**config.mk**
```make
export PLATFORM = sky130hd
export DESIGN_NAME = paddle_input_conditioner
export DESIGN_NICKNAME = d
export VERILOG_FILES = /design/src/rtl/paddle_input_conditioner.sv
export SDC_FILE = /design/constraint.sdc
export NUM_CORES = 1
export LEC_CHECK = 0
export CAP_MARGIN = 20
export CORE_ASPECT_RATIO = 1.75
export CORE_UTILIZATION = 60
export CTS_CLUSTER_SIZE = 8
export DETAILED_ROUTE_END_ITERATION = 7
export PLACE_DENSITY_LB_ADDON = 0.12
export SETUP_SLACK_MARGIN = 0.15
export SYNTH_ARGS = -nofsm -noshare
export SYNTH_HDL_FRONTEND = slang
export SYNTH_SLANG_ARGS = --single-unit
```
**constraint.sdc**
```tcl
create_clock -name clk -period 5.7 [get_ports clk]
set_input_delay 1.14 -clock clk [delete_from_list [all_inputs] [get_ports clk]]
set_output_delay 1.14 -clock clk [all_outputs]
set_load 0.01 [all_outputs]
```
**src/rtl/paddle_input_conditioner.sv**
```systemverilog
// Button front end for the breakout game: synchronises, debounces and
// arbitrates the raw left/right/restart push-buttons, stretches restart into
// a fixed-width pulse, and locks movement out after a restart until both
// move buttons have been released.
module paddle_input_conditioner #(
    parameter int DB_CYCLES   = 500000,
    parameter int CNT_W       = 19,
    parameter int RESTART_LEN = 4
) (
    input  logic clk,
    input  logic reset_n,
    input  logic btn_left_n,
    input  logic btn_right_n,
    input  logic btn_restart_n,
    output logic to_left,
    output logic to_right,
    output logic restart,
    output logic busy
);

    localparam int PC_W = $clog2(RESTART_LEN);

    typedef enum logic [1:0] {
        IDLE,
        PULSE,
        WAIT_REL
    } state_t;

    // Channel index: 0 = left, 1 = right, 2 = restart.
    logic [2:0]       sync_1;
    logic [2:0]       sync_2;
    logic [2:0]       s_btn;
    logic [2:0]       d_btn;
    logic [CNT_W-1:0] db_cnt [3];

    logic             d_left;
    logic             d_right;
    logic             d_rst;
    logic             d_rst_q;
    logic             rst_rise;
    logic             mv_l;
    logic             mv_r;

    state_t           state_q;
    state_t           next_state;
    logic [PC_W-1:0]  pcnt_q;
    logic [PC_W-1:0]  pcnt_d;

    // Two-flop synchronisers; they reset to the released (high) pin level.
    always_ff @(posedge clk or negedge reset_n) begin
        if (!reset_n) begin
            sync_1 <= '1;
            sync_2 <= '1;
        end else begin
            // NOTE: non-blocking assignments let sync_2 take the old sync_1,
            // forming a real two-stage chain; blocking would collapse it.
            sync_1 <= {btn_restart_n, btn_right_n, btn_left_n};
            sync_2 <= sync_1;
        end
    end

    assign s_btn = ~sync_2;

    // Per-channel debounce: flip the debounced state only after DB_CYCLES
    // consecutive cycles of disagreement; counters clear at the flip.
    always_ff @(posedge clk or negedge reset_n) begin
        if (!reset_n) begin
            d_btn <= '0;
            // NOTE: the counter array is three plain registers, not a RAM,
            // so it is safe and required to clear it in the reset branch.
            for (int i = 0; i < 3; i++) db_cnt[i] <= '0;
        end else begin
            for (int i = 0; i < 3; i++) begin
                if (s_btn[i] == d_btn[i]) begin
                    db_cnt[i] <= '0;
                end else if (db_cnt[i] == CNT_W'(DB_CYCLES - 1)) begin
                    d_btn[i]  <= s_btn[i];
                    db_cnt[i] <= '0;
                end else begin
                    db_cnt[i] <= db_cnt[i] + CNT_W'(1);
                end
            end
        end
    end

    assign d_left  = d_btn[0];
    assign d_right = d_btn[1];
    assign d_rst   = d_btn[2];

    // Delayed restart level for rising-edge detection.
    always_ff @(posedge clk or negedge reset_n) begin
        if (!reset_n) d_rst_q <= 1'b0;
        else          d_rst_q <= d_rst;
    end

    assign rst_rise = d_rst & ~d_rst_q;

    // Both directions held cancels out to no movement.
    assign mv_l = d_left & ~d_right;
    assign mv_r = d_right & ~d_left;

    // FSM state and pulse counter registers.
    always_ff @(posedge clk or negedge reset_n) begin
        if (!reset_n) begin
            state_q <= IDLE;
            pcnt_q  <= '0;
        end else begin
            state_q <= next_state;
            pcnt_q  <= pcnt_d;
        end
    end

    // Next-state logic: a pulse cannot be retriggered, but a new restart in
    // WAIT_REL starts another one.
    always_comb begin
        // NOTE: defaults first so every path assigns both signals and no
        // latch is inferred.
        next_state = state_q;
        pcnt_d     = pcnt_q;
        case (state_q)
            IDLE: begin
                if (rst_rise) begin
                    next_state = PULSE;
                    pcnt_d     = PC_W'(RESTART_LEN - 1);
                end
            end
            PULSE: begin
                if (pcnt_q == '0) next_state = WAIT_REL;
                else              pcnt_d     = pcnt_q - PC_W'(1);
            end
            WAIT_REL: begin
                if (rst_rise) begin
                    next_state = PULSE;
                    pcnt_d     = PC_W'(RESTART_LEN - 1);
                end else if (!d_left && !d_right) begin
                    next_state = IDLE;
                end
            end
            default: next_state = IDLE;
        endcase
    end

    // Registered outputs; a restart edge in IDLE masks movement on that edge.
    always_ff @(posedge clk or negedge reset_n) begin
        if (!reset_n) begin
            to_left  <= 1'b0;
            to_right <= 1'b0;
            restart  <= 1'b0;
            busy     <= 1'b0;
        end else begin
            to_left  <= mv_l & (state_q == IDLE) & ~rst_rise;
            to_right <= mv_r & (state_q == IDLE) & ~rst_rise;
            restart  <= (next_state == PULSE);
            busy     <= (next_state != IDLE);
        end
    end

endmodule

```
==> metrics.md <==
| Metric | Value |
|---|---|
| Yosys cell types | 38 |
| Initial DRC Count | between 100 and 150 |
| Total GRT Usage | 0.2333 |
| Reg-to-reg endpoint | db_cnt[7] |
| Syn-to-layout area delta | 8.845% |
| Top-Level Pins | 9 |
| Global-route wire length before repair | 10.78 mm |
| Layout Nets | roughly 370 |
| Placed Cells | roughly 420 |
| Hold_buf cts | 0 |
| Worst setup path class | reg2out |
| Post-route minimum period | about 2.3 ns |
| Non-Filler Instances | 440 |
| Asr flop ratio synth | 1.000 |
| Final-report max-slew violation count | 0 |
| Prevailing post-synth register cell | dfrtp_1 |
| CP Launch Type | flop |
| ANT cells | 0 |
| Cell chain of the critical path | clkdlybuf4s50_1 |
| Critical Path RT | 4.56 ns |
| Post-synthesis cell area | around 3600 sq um |
| RSZ-0062 raised after global routing | false |
| Leak | 1.540 nW |
| Starting density of the core | 0.6331 |
| Adder-cell area share of the yosys netlist | 0.01404 |
| Setup bufs post-CTS | 0 |
| Power per standard cell area | between 200 and 300 nW/um^2 |
| Clock tree buffer depth | 2 |
| Largest family of logic cells by synthesized area | simple AND/OR/NAND/NOR gates |
| CP delay by family, top | buffers and inverters |
| MaxCap Viol Count | 0 |
| #FFs+latches synth | 75 |
| Data arrival, critical path | 1.21 ns |
| CTS tree | built |
| Outcome | finished clean |
| Slew headroom | 0.3989 |
| CP Capture Type | output port |
| CTS root buffer | clkbuf_8 |
| Critical path destination | busy |
| Die Span X | ~60 um |
| Final hold violation count | 0 |
| CORE AREA | roughly 5600 sq um |
| Largest net degree at the start of global routing | 76 |
| Critical Path Source | busy |
| EDFF count, synth | 0 |
| Hold path depth | 0 |
| RePlAce Congestion | between 0.8 and 0.9 |
| Via/cell ratio | 5.741 |
| Mux share of post-synthesis cell area | 0.005616 |
| Wire per inst | around 15 um |
| YS warnings | 0 |
| Worst Hold Class | reg2reg |
| Fmax | roughly 430 MHz |
| Worst r2r src | db_cnt[11] |
| Maximum level of the CTS H-tree | 3 |
| Setup TNS | 0 ns |
| Worst-path clk slew | ~0.070 ns |
| Initial antenna violation count | 0 |
| Tcrit/Tclk final | 0.4117 |
| Gates resized, CTS repair | 0 |
| HPWL after DPL | approximately 4.3 mm |
| Gr ovfl total | 0 |
| Die height | between 100 and 150 um |
| Number of buffers created by CTS | 9 |
| Die footprint | ~6300 sq um |
| CP Buf/Inv Count | 1 |
| Crit path max fanout | 1 |
| Pre-antenna DRT Iters | 4 |
| Syn_nets | ~360 |
| Compound-cell area share of the yosys netlist | 0.07476 |
| Post-Synth XOR/XNOR Area | 0.09828 |
| Ratio of cells with drive above 1 in the final layout | 0.08791 |
| VDD IR-drop max | approximately 0.00026 V |
| Sink Count | 75 |
| Via count | around 2500 |
| Skew-Pair Late Insertion Delay | between 0.3 and 0.4 ns |
| Area fraction in and, or, nand and nor cells after synthesis | 0.2496 |
| Reg2reg path depth | 4 |
| Fin Clk Skew | 0.01009 ns |
| Post-route DRC | 0 |
| Vias in the first global route | 2504 |
| Rows | 36 |
| Final WL | between 6 and 7 mm |
| Post-Synthesis Cells | about 350 |
| Port bufs | 8 |
| Routed Antenna Nets | 0 |
| Final setup fails | 0 |
| Max incr delay on CP | approximately 0.53 ns |
| Sequential element share of the synthesized area | 0.5286 |
| Reg-to-reg slack, setup | 3.48 ns |
| Syn avg cell area | between 10 and 15 sq um |
| Slew @ Worst Pin | roughly 0.9 ns |
| Slowest cell on the critical path | clkdlybuf4s50_1 |
| Worst path depth | 1 |
report_power, final:
part,switching (mW),internal (mW)
Combinational,0.0221,0.00908
Sequential,0.00693,0.541
Clock,0.187,0.226
Total,0.216,0.776
registers in the layout, summed over array words and instances (netlist names):
register  flops
sync_2        3
state_q       2
d_btn         3
pcnt_q        2
to_right      1
busy          1
d_rst_q       1
restart       1
to_left       1
sync_1        3
db_cnt       57
synthesized netlist by cell type, types with 3 or more instances:
cell type  count  area (sq um)
nand2_1       21         78.83
nand4_1       14         87.58
dfrtp_1       69          1727
o21ai_4        3         48.80
o21ai_0       13         65.06
nor2_1        48         180.2
or4b_1         3         30.03
ha_1           4         50.05
or4_1          9         67.56
and3_1         4         25.02
xnor2_1       29         254.0
or4_4          3         33.78
or3_1         10         62.56
o31ai_1        7         52.55
dfstp_2        6         157.7
xor2_1        11         96.34
nor4_1         7         43.79
clkbuf_1       3         11.26
or2_2          3         18.77
nand2b_1       3         18.77
a21oi_1       17         85.08
buf_6          3         33.78
nand3_1       17         85.08
nor3_1         8         40.04
and2_1         4         25.02
inv_1         13         48.80
placed cells by master (no fill, tap or decap), types with 2 or more instances in the layout:
cell type	synthesis	layout
a21oi_1	17	17
and2_1	4	4
and3_1	4	4
and4_1	2	2
clkbuf_1	3	3
clkbuf_8	0	11
clkdlybuf4s50_1	0	7
dfrtp_1	69	69
dfstp_2	6	6
ha_1	4	4
inv_1	13	13
mux2i_1	2	2
nand2_1	21	21
nand2b_1	3	3
nand3_1	17	17
nand3b_1	2	2
nand4_1	14	14
nor2_1	48	48
nor3_1	8	8
nor4_1	7	7
o21ai_0	13	13
o21ai_4	3	3
o31ai_1	7	7
or2_2	3	3
or3_1	10	10
or4_1	9	9
or4_4	3	3
or4b_1	3	3
xnor2_1	29	29
xor2_1	11	11
per-layer routing:
layer,part of all wire,global-route usage
met1,0.42,0.2613
met2,0.53,0.3783
met3,0.030,0.07960
met4,0.020,0.1179
met5,0,0
final cells by class:
class                           count  area [sq um]
Sequential cell                    75          1884
Multi-Input combinational cell    252          1577
Inverter                           13         48.80
Clock inverter                      2         35.03
Clock buffer                       14         162.7
Timing Repair Buffer                8         77.57
Tap cell                           76         95.09
Fill cell                         437          1750
worst min path at each step:
stage,startpoint,to,slack [ns]
2_1_floorplan,sync_1[0],sync_2[0],0.35
3_3_place_gp,sync_1[0],sync_2[0],0.35
3_5_place_dp,sync_1[1],sync_2[1],0.35
4_1_cts,sync_1[1],sync_2[1],0.36
5_1_grt,sync_1[0],sync_2[0],0.36
6_report,sync_1[2],sync_2[2],0.36
cell families after synthesis:
family          Yosys count
simple gates            164
flops                    75
compound gates           42
xor+xnor                 40
buf+inv                  21
fa+ha+maj                 4
mux                       2
per-stage QoR:
stage	instance area (sq um)	hold slack, ns	total power [mW]	worst slack (ns)	util
final	3880	0.3575	0.9921	3.353	0.6891
after global routing	3880	0.3628	1.033	3.295	0.6891
after CTS	3880	0.3582	1.006	3.327	0.6891
after detailed placement	3682	0.3478	0.5906	3.505	0.6540
after global placement	3682	0.3469	0.5890	3.532	0.6540
after floorplan	3565	0.3452	0.5745	3.715	-
Note: power is estimated with default switching activity, not from simulation.
